===== config.mk =====
export PLATFORM = sky130hd
export DESIGN_NAME = imm_gen_pipe
export DESIGN_NICKNAME = d
export VERILOG_FILES = /design/src/rtl/imm_gen_pipe.sv
export SDC_FILE = /design/constraint.sdc
export NUM_CORES = 1
export LEC_CHECK = 0
export CAP_MARGIN = 10
export CELL_PAD_IN_SITES_DETAIL_PLACEMENT = 1
export CELL_PAD_IN_SITES_GLOBAL_PLACEMENT = 1
export CORE_MARGIN = 2
export CORE_UTILIZATION = 38
export DETAILED_ROUTE_END_ITERATION = 16
export PLACE_DENSITY_LB_ADDON = 0.1
export RECOVER_POWER = 25
export SYNTH_ARGS = -nofsm -noshare
export SYNTH_HDL_FRONTEND = slang
export SYNTH_SLANG_ARGS = --single-unit

===== constraint.sdc =====
create_clock -name clk -period 4.4 [get_ports clk]
set_clock_uncertainty 0.15 [all_clocks]
set_input_delay 1.1 -clock clk [delete_from_list [all_inputs] [get_ports clk]]
set_output_delay 1.1 -clock clk [all_outputs]
set_load 0.005 [all_outputs]

===== src/rtl/imm_gen_pipe.sv =====
// imm_gen_pipe: registered RISC-V immediate generator with a 2-entry skid buffer.
//
// The immediate is decoded combinationally from the incoming instruction word.
// It is registered when the input transfer happens. The tag, normally the PC,
// travels with the instruction. Unknown opcodes are passed through with
// imm = 0 and fmt = NONE, so no entry is ever dropped.
//
// Parameters:
//   XLEN  - immediate width. Only 32 and 64 are legal.
//   TAG_W - width of the sideband tag.
//
// Ports:
//   clk, reset_n         - clock; synchronous active-low reset
//   flush                - invalidates both entries; the data registers keep their values
//   in_valid/in_ready    - input handshake (instruc, in_tag)
//   out_valid/out_ready  - output handshake (imm_data, fmt, out_tag)
//   fmt encoding         - 0 NONE, 1 I, 2 S, 3 B, 4 U, 5 J
//
// Handshake: a transfer happens on a side when valid && ready are both high
// at the rising edge. A producer holds its payload stable while valid is high
// and ready is low. in_ready depends only on the registered skid_valid
// (gated by reset_n), so there is no combinational path from out_ready.
//
// Optional feature (macro IMM_GEN_SHAMT_EN): shift-immediate instructions
// (OP-IMM / OP-IMM-32 with funct3 001/101) produce a zero-extended shift
// amount instead of the sign-extended I immediate.
module imm_gen_pipe #(
  parameter int XLEN  = 64,
  parameter int TAG_W = 64
) (
  input  logic             clk,
  input  logic             reset_n,
  input  logic             flush,
  input  logic             in_valid,
  output logic             in_ready,
  input  logic [31:0]      instruc,
  input  logic [TAG_W-1:0] in_tag,
  output logic             out_valid,
  input  logic             out_ready,
  output logic [XLEN-1:0]  imm_data,
  output logic [2:0]       fmt,
  output logic [TAG_W-1:0] out_tag
);

  localparam logic [2:0] FMT_NONE = 3'd0;
  localparam logic [2:0] FMT_I    = 3'd1;
  localparam logic [2:0] FMT_S    = 3'd2;
  localparam logic [2:0] FMT_B    = 3'd3;
  localparam logic [2:0] FMT_U    = 3'd4;
  localparam logic [2:0] FMT_J    = 3'd5;

  // ---------------- combinational decode ----------------
  logic [6:0]      opcode;
  logic [2:0]      funct3;
  logic [31:0]     imm32;
  logic [2:0]      dec_fmt;
  logic [XLEN-1:0] dec_imm;

  assign opcode = instruc[6:0];
  assign funct3 = instruc[14:12];

  always_comb begin
    imm32   = 32'd0;
    dec_fmt = FMT_NONE;
    case (opcode)
      7'b0000011, 7'b0010011, 7'b0011011, 7'b1100111: begin
        imm32   = {{20{instruc[31]}}, instruc[31:20]};
        dec_fmt = FMT_I;
`ifdef IMM_GEN_SHAMT_EN
        // The top bit of imm32 is left at 0, so the sign extension below
        // acts as a zero extension.
        if ((funct3 == 3'b001) || (funct3 == 3'b101)) begin
          if ((opcode == 7'b0010011) && (XLEN == 64))
            imm32 = {26'd0, instruc[25:20]};
          else if ((opcode == 7'b0010011) || (opcode == 7'b0011011))
            imm32 = {27'd0, instruc[24:20]};
        end
`endif
      end
      7'b0100011: begin
        imm32   = {{20{instruc[31]}}, instruc[31:25], instruc[11:7]};
        dec_fmt = FMT_S;
      end
      7'b1100011: begin
        imm32   = {{20{instruc[31]}}, instruc[7], instruc[30:25], instruc[11:8], 1'b0};
        dec_fmt = FMT_B;
      end
      7'b0110111, 7'b0010111: begin
        imm32   = {instruc[31:12], 12'd0};
        dec_fmt = FMT_U;
      end
      7'b1101111: begin
        imm32   = {{12{instruc[31]}}, instruc[19:12], instruc[20], instruc[30:21], 1'b0};
        dec_fmt = FMT_J;
      end
      default: begin
        imm32   = 32'd0;
        dec_fmt = FMT_NONE;
      end
    endcase
    // Bit 31 of imm32 is the sign for every signed format. Extend it to XLEN.
    dec_imm = XLEN'($signed(imm32));
  end

  // ---------------- storage: main (drives outputs) + skid ----------------
  logic             skid_valid;
  logic [XLEN-1:0]  skid_imm;
  logic [2:0]       skid_fmt;
  logic [TAG_W-1:0] skid_tag;
  logic             in_fire;
  logic             out_fire;

  assign in_ready = reset_n & ~skid_valid;
  assign in_fire  = in_valid & in_ready;
  assign out_fire = out_valid & out_ready;

  always_ff @(posedge clk) begin
    if (!reset_n) begin
      out_valid  <= 1'b0;
      imm_data   <= '0;
      fmt        <= FMT_NONE;
      out_tag    <= '0;
      skid_valid <= 1'b0;
      skid_imm   <= '0;
      skid_fmt   <= FMT_NONE;
      skid_tag   <= '0;
    end else if (flush) begin
      // Only the valid bits are killed. Any same-cycle input is dropped.
      out_valid  <= 1'b0;
      skid_valid <= 1'b0;
    end else if (!out_valid) begin
      // Main is empty, which implies skid is also empty.
      if (in_fire) begin
        out_valid <= 1'b1;
        imm_data  <= dec_imm;
        fmt       <= dec_fmt;
        out_tag   <= in_tag;
      end
    end else if (out_fire) begin
      if (skid_valid) begin
        imm_data   <= skid_imm;
        fmt        <= skid_fmt;
        out_tag    <= skid_tag;
        // Unreachable while in_ready is !skid_valid, but this keeps the
        // entry rather than losing it.
        skid_valid <= in_fire;
        if (in_fire) begin
          skid_imm <= dec_imm;
          skid_fmt <= dec_fmt;
          skid_tag <= in_tag;
        end
      end else if (in_fire) begin
        imm_data <= dec_imm;
        fmt      <= dec_fmt;
        out_tag  <= in_tag;
      end else begin
        out_valid <= 1'b0;
      end
    end else if (in_fire) begin
      // Output is stalled. Park the new entry in skid.
      skid_valid <= 1'b1;
      skid_imm   <= dec_imm;
      skid_fmt   <= dec_fmt;
      skid_tag   <= in_tag;
    end
  end

  // A skid drain and an input transfer must never coincide.
  a_no_skid_overlap : assert property (@(posedge clk) disable iff (!reset_n)
    !(out_fire && skid_valid && in_fire));

endmodule

==> impl_metrics.toml <==
[logic_synthesis]
yosysSeqAreaShare = 0.492
synthCells = 1222
yosysWarnings = 0
ys_types = 42
synth_area_sq_um = 9440
synth.net_count = 1323
yosys_register_bits = 232
syn_area_per_cell_sq_um = 7.73

[placed_design]
dp_cells = 1694
dp_hpwl_microns = 20000
portBuffers = 233
place_congestion = 0.831
place_ws_ns = 0.459

[worst_setup_path]
slowest_stage = "clkdlybuf4s50_1"
path_cells = "clkdlybuf4s50_1 -> inv_6 -> nor2_1 -> clkdlybuf4s50_1"
critPathLaunchType = "input port"
cp.required_ns = 3.15
end_kind = "output port"
worstSetupStartpoint = "reset_n"
cpMostUsedCell = "clkdlybuf4s50_1"
arrival_ns = 2.49
worstPathMaxFanout = 8
max_stage_delay_ns = 0.69
crit_type = "input port to output port"
rr_startpoint = "out_valid$_SDFF_PP0_"

[clock_network]
ctsHtreeMaxLevel = 1
clock_sinks = 232
cts_tree = "built"
clkTransAtPathRegs_ns = 0.06
hold_buffers = 0
cts-root-buf = "clkbuf_16"
cts_resized = 0
postCtsSetupBuffers = 0
clk_latency_ns = 0.52
cts_buffers = 26
clockBufferDepth = 3

[floorplanning]
io_pins = 234
dieArea_sq_um = 26100
die_y_microns = 162
die_w_microns = 162
rows = 57
core_area_sq_um = 24400
start_util = 0.387

[min_path]
hold_path_startpoint = "imm_data[20]$_SDFFE_PN0P_"
hold_class = "flop to flop"

[final_layout]
drive_above_1_share = 0.0558
final_cell_mix = "388 x nand2_1, 232 x dfxtp_1, 147 x a21oi_1"
mostFrequentLayoutCell = "nand2_1"
fin_util = 0.526
nets = 1499
area_delta_synth_final_pct = 35.8
fin_cells = 1741

[detailed_routing]
dr.first_iter.drc_count = 531
drc_errors = 0
avgViaCountPerCell = 5.33
final_antenna_net_count = 0
route.final.wire_length_microns = 31100
avgRoutedWirePerCell_microns = 17.9
via_count = 9279
dr.pass1.iters = 7

[global_route]
overflow = 0
grt_max_degree = 101
grt_use_total = 0.235
grt_pass1_wl_microns = 50500
antenna_found_initial = 1
grt_pass1_vias = 9598

[sta]
drv_slew = 0
min_period_over_period = 0.851
final.min_clock_period_ns = 3.74
final-setup-viol-count = 0
max_slew_margin = 0.247
setup_slack_ns = 0.657
worst_slew_pin_slew_ns = 1.13
timing.hold.ws_ns = 0.300
hold_violations = 0
fin_setup_tns_ns = 0
rsz0062_at_grt = "no"
max_freq_ghz = 0.267

[pwr]
peakVddDrop_mv = 0.240
power.density_nw_per_um2 = 368
p_leak_nw = 4.79

[outcome]
status = "finished clean"

[job]
cap_violations = 0
==> layer usage <==
| layer | up-vias | global-route usage | part of all wire |
|---|---|---|---|
| met3 | 30 | 0.0365 | 0.051 |
| met2 | 227 | 0.409 | 0.49 |
| met4 | 0 | 0.0515 | 0.013 |
| met5 | - | 0 | 0 |
| li1 | 4577 | - | - |
| met1 | 4445 | 0.310 | 0.45 |
==> critical path, delay by kind of cell <==
family | cells | cell delay [ns]
buf+inv | 3 | 1.28
simple gates | 1 | 0.10
==> through the flow <==
stage / power (mW) / area (sq um)
6_report: 4.72 / 12800
5_1_grt: 4.92 / 12800
3_5_place_dp: 2.68 / 12000
2_1_floorplan: 2.41 / 9440
3_3_place_gp: 2.67 / 12000
4_1_cts: 4.79 / 12800
==> cells in the mapped netlist <==
library cell    n  area, sq um
nor3_1          3         15.0
clkbuf_1       75          282
dfxtp_1       232         4640
nand3_1        15         75.1
a32oi_1         8         70.1
o211ai_1        1         7.51
buf_2          29          145
mux2i_1         1         10.0
nor2b_1         4         25.0
and3_1         11         68.8
a21oi_1       147          736
o21ai_0        57          285
and4b_1         1         10.0
a211o_1         1         8.76
a211oi_1        1         7.51
o22ai_1         8         50.1
and3b_1         1         8.76
buf_4           1         7.51
nor4bb_1        1         10.0
nand3b_4        1         20.0
a311oi_1       65          569
nand3_2         1         10.0
a221o_1         1         10.0
nand2b_1        5         31.3
a21boi_0        1         7.51
a31oi_1        37          231
o21ai_1         1         5.00
o211ai_2        1         12.5
nor2_1         75          282
nand4_1         1         6.26
or2_2           2         12.5
buf_1           2         7.51
o21a_1          8         60.1
a21oi_2         1         8.76
nand2_1       389         1460
or3_1           3         18.8
a211oi_4        1         20.0
and2_1          2         12.5
nand3b_1        2         15.0
o221ai_1       13          114
inv_1          11         41.3
nor3_2          2         20.0
==> state kept, by name, summed over array words and instances (netlist names) <==
register    flops
skid_imm       32
fmt             3
skid_tag       64
skid_valid      1
out_tag        64
skid_fmt        3
imm_data       64
out_valid       1
==> cells by family after synthesis <==
logic type	Yosys count	share of synthesized area
AO/OA/AOI/OAI	352	0.233
buffers and inverters	118	0.0512
flip-flops	232	0.492
multiplexers	1	0.00106
AND/OR/NAND/NOR	519	0.223
==> where the power goes <==
| part | internal [mW] | leakage (nW) | switching (mW) | total, mW |
|---|---|---|---|---|
| Combinational | 0.218 | 2.49 | 0.219 | 0.437 |
| Clock | 1.23 | 0.419 | 0.868 | 2.10 |
| Sequential | 2.15 | 1.88 | 0.0325 | 2.19 |
| Total | 3.61 | 4.79 | 1.12 | 4.72 |
==> path summary, 6_finish.rpt <==
kind,to,slack [ns],cells after the start
setup / recovery,in_ready,0.66,4
hold / removal,imm_data[20]$_SDFFE_PN0P_,0.30,2
setup reg to reg,imm_data[28]$_SDFFE_PN0P_,1.66,5
hold reg to reg,imm_data[20]$_SDFFE_PN0P_,0.30,2
==> final cells by class <==
cell class | count | area [sq um]
inverters | 11 | 46.3
multi-input cells | 872 | 4320
fillers | 2928 | 11600
diodes | 1 | 2.50
clock inverters | 8 | 53.8
clock buffers | 38 | 786
well taps | 324 | 405
repair buffers | 255 | 2560
flip-flops and latches | 232 | 4640
No activity file was read; power rests on OpenSTA's default activity.
